File: config.mk
export PLATFORM = sky130hd
export DESIGN_NAME = sand_line_fetcher
export DESIGN_NICKNAME = d
export VERILOG_FILES = /design/src/rtl/sand_line_fetcher.sv
export SDC_FILE = /design/constraint.sdc
export NUM_CORES = 2
export LEC_CHECK = 0
export ABC_AREA = 1
export BUFFER_PORTS_ARGS = -buffer_cell sky130_fd_sc_hd__buf_2
export CAP_MARGIN = 20
export CORE_MARGIN = 1.5
export CORE_UTILIZATION = 60
export DETAILED_ROUTE_END_ITERATION = 6
export PLACE_DENSITY = 0.84
export SLEW_MARGIN = 20
export SYNTH_ARGS = -nofsm -noshare
export SYNTH_HDL_FRONTEND = slang
export SYNTH_SLANG_ARGS = --single-unit
export TNS_END_PERCENT = 1
File: constraint.sdc
create_clock -name clk -period 5 [get_ports clk]
set_input_delay 1 -clock clk [delete_from_list [all_inputs] [get_ports clk]]
set_output_delay 1 -clock clk [all_outputs]
set_load 0.02 [all_outputs]
File: src/rtl/sand_line_fetcher.sv
// Row prefetcher and palette stage for the falling-sand VGA output.
// Prefetches one grid row per cell-line during hblank into a ping-pong line buffer.
module sand_line_fetcher #(
  parameter int GRID_W     = 160,
  parameter int GRID_H     = 120,
  parameter int CELL_SHIFT = 2,
  parameter int CELL_BITS  = 3,
  parameter int ADDR_W     = 15
) (
  input  logic                 clk,
  input  logic                 reset,
  input  logic [10:0]          hcount,
  input  logic [9:0]           vcount,
  output logic                 mem_req,
  input  logic                 mem_gnt,
  output logic [ADDR_W-1:0]    mem_addr,
  input  logic [CELL_BITS-1:0] mem_rdata,
  output logic [7:0]           pix_r,
  output logic [7:0]           pix_g,
  output logic [7:0]           pix_b,
  output logic                 overrun
);

  localparam int          IDX_W    = $clog2(GRID_W);
  localparam logic [10:0] H_ACTIVE = 11'(GRID_W << (CELL_SHIFT + 1));
  localparam logic [10:0] H_LAST   = 11'd1599;
  localparam logic [9:0]  V_ACTIVE = 10'(GRID_H << CELL_SHIFT);
  localparam logic [9:0]  V_LAST   = 10'd524;
  localparam logic [IDX_W-1:0] LAST_IDX = IDX_W'(GRID_W - 1);

  localparam logic [1:0] S_IDLE  = 2'd0;
  localparam logic [1:0] S_FETCH = 2'd1;
  localparam logic [1:0] S_DONE  = 2'd2;

  localparam logic [23:0] C_EMPTY = 24'h999999;
  localparam logic [23:0] C_SAND  = 24'hC2B280;
  localparam logic [23:0] C_WATER = 24'h2040FF;
  localparam logic [23:0] C_WALL  = 24'h808080;
  localparam logic [23:0] C_FIRE  = 24'hFF6000;
  localparam logic [23:0] C_DEBUG = 24'hFF00FF;

  logic [1:0]           state_q, state_d;
  logic                 issue_q, issue_d;
  logic [IDX_W-1:0]     idx_q, idx_d;
  logic [ADDR_W-1:0]    addr_q, addr_d;
  logic                 rv_q, rv_d;
  logic [IDX_W-1:0]     ridx_q, ridx_d;
  logic                 sel_q, sel_d;
  logic                 row_valid_q, row_valid_d;
  logic                 overrun_q, overrun_d;

  logic [CELL_BITS-1:0] buf0_q [GRID_W];
  logic [CELL_BITS-1:0] buf1_q [GRID_W];

  logic [9:0]           next_line;
  logic                 fetch_due;
  logic [ADDR_W-1:0]    row_ext;
  logic [ADDR_W-1:0]    base;
  logic                 start;
  logic [IDX_W-1:0]     cur_idx;
  logic                 accept;
  logic                 complete;
  logic                 line_end;
  logic                 in_fetch;
  logic                 abort;
  logic                 swap;
  logic                 wr_en;

  always_comb begin
    next_line = (vcount == V_LAST) ? '0 : vcount + 10'd1;
    fetch_due = (next_line < V_ACTIVE) && (next_line[CELL_SHIFT-1:0] == '0);
    row_ext   = ADDR_W'(next_line >> CELL_SHIFT);
    base      = (row_ext << 7) + (row_ext << 5);
  end

  // The first request goes out combinationally on hcount==1280 so a fetch
  // throttled to every other cycle still lands its last return by 1599.
  always_comb begin
    line_end = (hcount == H_LAST);
    in_fetch = (state_q == S_FETCH);
    start    = !reset && (state_q == S_IDLE) && (hcount == H_ACTIVE) && fetch_due;
    mem_req  = issue_q | start;
    mem_addr = start ? base : addr_q;
    cur_idx  = start ? '0 : idx_q;
    accept   = mem_req & mem_gnt;
    complete = rv_q && (ridx_q == LAST_IDX);
    abort    = in_fetch && line_end && !complete;
    swap     = line_end && ((state_q == S_DONE) || (in_fetch && complete));
    wr_en    = rv_q && !abort;
  end

  always_comb begin
    state_d     = state_q;
    issue_d     = issue_q;
    idx_d       = idx_q;
    addr_d      = addr_q;
    rv_d        = 1'b0;
    ridx_d      = ridx_q;
    sel_d       = sel_q;
    row_valid_d = row_valid_q;
    overrun_d   = overrun_q;

    if (start) begin
      state_d = S_FETCH;
      issue_d = 1'b1;
      idx_d   = '0;
      addr_d  = base;
    end
    if (accept) begin
      idx_d   = cur_idx + IDX_W'(1);
      addr_d  = mem_addr + ADDR_W'(1);
      issue_d = (cur_idx != LAST_IDX);
      rv_d    = 1'b1;
      ridx_d  = cur_idx;
    end
    if (in_fetch && complete) begin
      state_d = S_DONE;
    end
    if (swap) begin
      sel_d       = ~sel_q;
      row_valid_d = 1'b1;
      state_d     = S_IDLE;
    end
    if (abort) begin
      state_d   = S_IDLE;
      issue_d   = 1'b0;
      rv_d      = 1'b0;
      overrun_d = 1'b1;
    end
  end

  always_ff @(posedge clk or posedge reset) begin
    if (reset) begin
      state_q     <= S_IDLE;
      issue_q     <= 1'b0;
      idx_q       <= '0;
      addr_q      <= '0;
      rv_q        <= 1'b0;
      ridx_q      <= '0;
      sel_q       <= 1'b0;
      row_valid_q <= 1'b0;
      overrun_q   <= 1'b0;
    end else begin
      state_q     <= state_d;
      issue_q     <= issue_d;
      idx_q       <= idx_d;
      addr_q      <= addr_d;
      rv_q        <= rv_d;
      ridx_q      <= ridx_d;
      sel_q       <= sel_d;
      row_valid_q <= row_valid_d;
      overrun_q   <= overrun_d;
    end
  end

  assign overrun = overrun_q;

  // Back buffer is the half not selected for display (sel_q=0 shows buf0).
  always_ff @(posedge clk) begin
    if (wr_en) begin
      if (sel_q) begin
        buf0_q[ridx_q] <= mem_rdata;
      end else begin
        buf1_q[ridx_q] <= mem_rdata;
      end
    end
  end

  logic [9:0]           col_full;
  logic                 col_in_range;
  logic [IDX_W-1:0]     col_idx;
  logic [CELL_BITS-1:0] rd_cell;
  logic                 s1_act_d;

  always_comb begin
    col_full     = hcount[10:1] >> CELL_SHIFT;
    col_in_range = (col_full < 10'(GRID_W));
    col_idx      = col_in_range ? IDX_W'(col_full) : '0;
    rd_cell      = sel_q ? buf1_q[col_idx] : buf0_q[col_idx];
    s1_act_d     = (hcount < H_ACTIVE) && (vcount < V_ACTIVE);
  end

  logic [CELL_BITS-1:0] s1_cell_q;
  logic                 s1_act_q;
  logic                 s1_vld_q;
  logic [23:0]          pal_rgb;
  logic [23:0]          pix_d;
  logic [23:0]          pix_q;

  always_comb begin
    pal_rgb = C_DEBUG;
    case (s1_cell_q)
      CELL_BITS'(0): pal_rgb = C_EMPTY;
      CELL_BITS'(1): pal_rgb = C_SAND;
      CELL_BITS'(2): pal_rgb = C_WATER;
      CELL_BITS'(3): pal_rgb = C_WALL;
      CELL_BITS'(4): pal_rgb = C_FIRE;
      default:       pal_rgb = C_DEBUG;
    endcase
    if (!s1_act_q) begin
      pix_d = '0;
    end else if (!s1_vld_q) begin
      pix_d = C_EMPTY;
    end else begin
      pix_d = pal_rgb;
    end
  end

  always_ff @(posedge clk or posedge reset) begin
    if (reset) begin
      s1_cell_q <= '0;
      s1_act_q  <= 1'b0;
      s1_vld_q  <= 1'b0;
      pix_q     <= '0;
    end else begin
      s1_cell_q <= rd_cell;
      s1_act_q  <= s1_act_d;
      s1_vld_q  <= row_valid_q;
      pix_q     <= pix_d;
    end
  end

  assign pix_r = pix_q[23:16];
  assign pix_g = pix_q[15:8];
  assign pix_b = pix_q[7:0];

endmodule

==> run_results.csv <==
group,metric,value,unit
route,drtIter0Drc,4579,
yosys,synth_warnings,0,
global_route,overflow,0,
yosys,syn_avg_cell_area,9.96,um2
route,wl_per_cell,20.3,um
power_and_ir_drop,ir_worst_vdd,0.000316,V
timing,setup_violations,0,
global_route,grt_max_degree,154,
outcome,status,"complete, no violations",
clocking,cts_sinks,1017,
yosys,yosys.area.top_type,"edfxtp_1",
clocking,insertion_delay,0.68,ns
route,wl,116000,um
global_route,antenna_found_initial,9,
floorplan,die-area,78300,um2
place,io_buffers,66,
min_path,whs_endpoint,"s1_vld_q",
final_layout,stdcell_count,5694,
worst_setup_path,worstPathMaxFanout,5,
worst_setup_path,critPathArrivalTime,3.42,ns
yosys,yosysMostFrequentCell,"nand2_1",
yosys,synth_cell_types,50,
floorplan,rows,101,
floorplan,die_w,280,um
yosys,yosys_most_used_dff,"edfxtp_1",
place,place_congestion,0.923,
place,dp_hpwl,67600,um
yosys,netlist_area,46000,um2
timing,fmax,0.226,GHz
timing,finalMaxSlewViolations,0,
clocking,cts_tree,"built",
clocking,post_cts_buffers,0,
power_and_ir_drop,p_leak,20.0,nW
global_route,track_usage,29.5,%
yosys,ys_seq_area_share,65.8,%
timing,period_share,88.5,%
floorplan,die_h,280,um
timing,setup_tns,0,ns
worst_setup_path,worstReg2RegEnd,"buf1_q[157][1]",
global_route,grt_pass1_wl,177000,um
floorplan,core-area,75900,um2
final_layout,final_util,66.5,%
timing,skew,0.0132,ns
route,drc,0,
timing,rsz0062_at_grt,"false",
clocking,postCtsHoldBufs,0,
global_route,grt_pass1_vias,32500,
yosys,synth-seq-cells,1017,
min_path,min-delay-start,"row_valid_q",
min_path,worstHoldPathCells,0,
worst_setup_path,required,4.00,ns
final_layout,drive_above_1_share,7.40,%
yosys,syn_inst,4619,
timing,hold_viol_final,0,
place,placed_cells,5518,
yosys,synth_top_area_share,62.7,%
worst_setup_path,worstSetupPathType,"input port to output pin",
yosys,async_flop_share,5.60,%
timing,min_period,4.42,ns
clocking,cts_buffers,95,
clocking,htree_levels,3,
clocking,cts.repair.resized,0,
yosys,synth_nets,4655,
timing,worst_pin_slew,1.30,ns
worst_setup_path,start_kind,"input port",
timing,slew_headroom,13.5,%
final_layout,finalNetCount,4623,
yosys,synthTopCellsByCount,"nand2_1, edfxtp_1, nand3_1",
floorplan,io_pins,68,
worst_setup_path,crit_path_end_kind,"output pin",
job,drv_cap,0,
yosys,synth-edff-count,960,
min_path,hold_path_class,"flop to flop",
worst_setup_path,r2r_start,"ridx_q[5]",
clocking,clockBufferDepth,3,
timing,timing.hold.ws,0.411,ns
final_layout,area_growth,9.83,%
route,vias,33800,
route,postRouteAntennaNets,0,
floorplan,start_util,60.6,%
clocking,cts.clk_slew.worst_paths,0.07,ns
worst_setup_path,reg2reg_slack,1.27,ns
route,dr.pass1.iters,7,
power_and_ir_drop,power_density,381,nW/um2
clocking,ctsRootBufferMaster,"clkbuf_16",
power_and_ir_drop,power,19.3,mW
worst_setup_path,ff2ff_path_depth,9,
route,avgViaCountPerCell,5.94,
yosys,synth_area_leaders,"edfxtp_1, nand2_1, nand3_1, inv_1, nor2_1",
[routing by layer]
| layer | track usage [%] | wire length, um |
|---|---|---|
| met1 | 37.0 | 40700 |
| met2 | 47.2 | 54300 |
| met3 | 6.84 | 14100 |
| met4 | 17.1 | 6730 |
| met5 | 0 | 57 |
[cell type report]
type	count	area, um2
multi-input cells	2714	12300
flip-flops and latches	1017	30300
well taps	1030	1290
clock buffers	121	2560
diodes	3	7.51
inverters	618	2320
clock inverters	50	494
repair buffers	141	1270
fillers	5242	25400
[registers in the layout (all words and copies together), names as in the netlist, 2 cells and up]
signal	cells
ridx_q	8
pix_q	14
buf0_q	480
addr_q	15
state_q	2
buf1_q	480
idx_q	8
s1_cell_q	3
[power breakdown]
part	switching (mW)	internal (mW)
Combinational	1.93	0.611
Clock	3.08	4.08
Sequential	0.0926	9.46
[stage by stage]
stage	setup WS [ns]	cell area, um2
2_1_floorplan	0.603	46000
3_3_place_gp	0.600	47400
3_5_place_dp	0.581	47400
4_1_cts	0.572	50500
5_1_grt	0.323	50500
6_report	0.576	50500
[how the worst max path moves through the flow]
stage,cells past startpoint,from,to
after floorplan,11,reset,mem_addr[14]
after global placement,21,vcount[0],mem_addr[13]
after detailed placement,21,vcount[0],mem_addr[13]
after CTS,21,vcount[0],mem_addr[13]
after global routing,21,vcount[0],mem_addr[13]
final,21,vcount[0],mem_addr[13]
[cell usage in the layout, fill, tap and decap left out, types with 5 or more instances in the layout]
master / count
buf_4: 46
nand3_4: 5
o22ai_1: 24
edfxtp_1: 960
clkinv_1: 20
a21oi_1: 83
o211ai_1: 58
clkinv_2: 13
nand2_1: 1114
nand3_1: 617
inv_1: 613
nor2_1: 478
nor3_2: 5
bufinv_16: 9
clkbuf_1: 22
buf_12: 27
dfrtp_1: 57
nand2_2: 13
ha_1: 8
o21ai_0: 131
buf_2: 63
nor2_4: 11
nand4_1: 54
nor3_1: 27
nor2_2: 12
clkbuf_16: 99
or2_2: 6
xor2_1: 10
o21ai_1: 13
[cell families after synthesis]
group / Yosys count / synth area share [%]
buffers and inverters: 888 / 7.71
DFF: 1017 / 65.8
and+or+nand+nor: 2359 / 21.9
xor gates and xnor gates: 14 / 0.267
other: 1 / 0.00815
AOI/OAI and AO/OA: 331 / 4.13
adders and majority gates: 9 / 0.261
[worst max-delay path, cell delays in order]
cell and delay, ns:
buf_2 0.10, inv_1 0.06, ha_1 0.19, inv_1 0.07
nor3_1 0.04, nand3_1 0.09, o21ai_0 0.09, nor2_1 0.15
ha_1 0.17, inv_1 0.06, fa_1 0.46, inv_1 0.08
a21oi_1 0.06, nand2_1 0.08, nand3_1 0.11, nand2_1 0.10
nand2_1 0.05, nand2_1 0.06, nand3_1 0.07, nand2_1 0.14
buf_2 0.20
No activity file was read; power rests on OpenSTA's default activity.
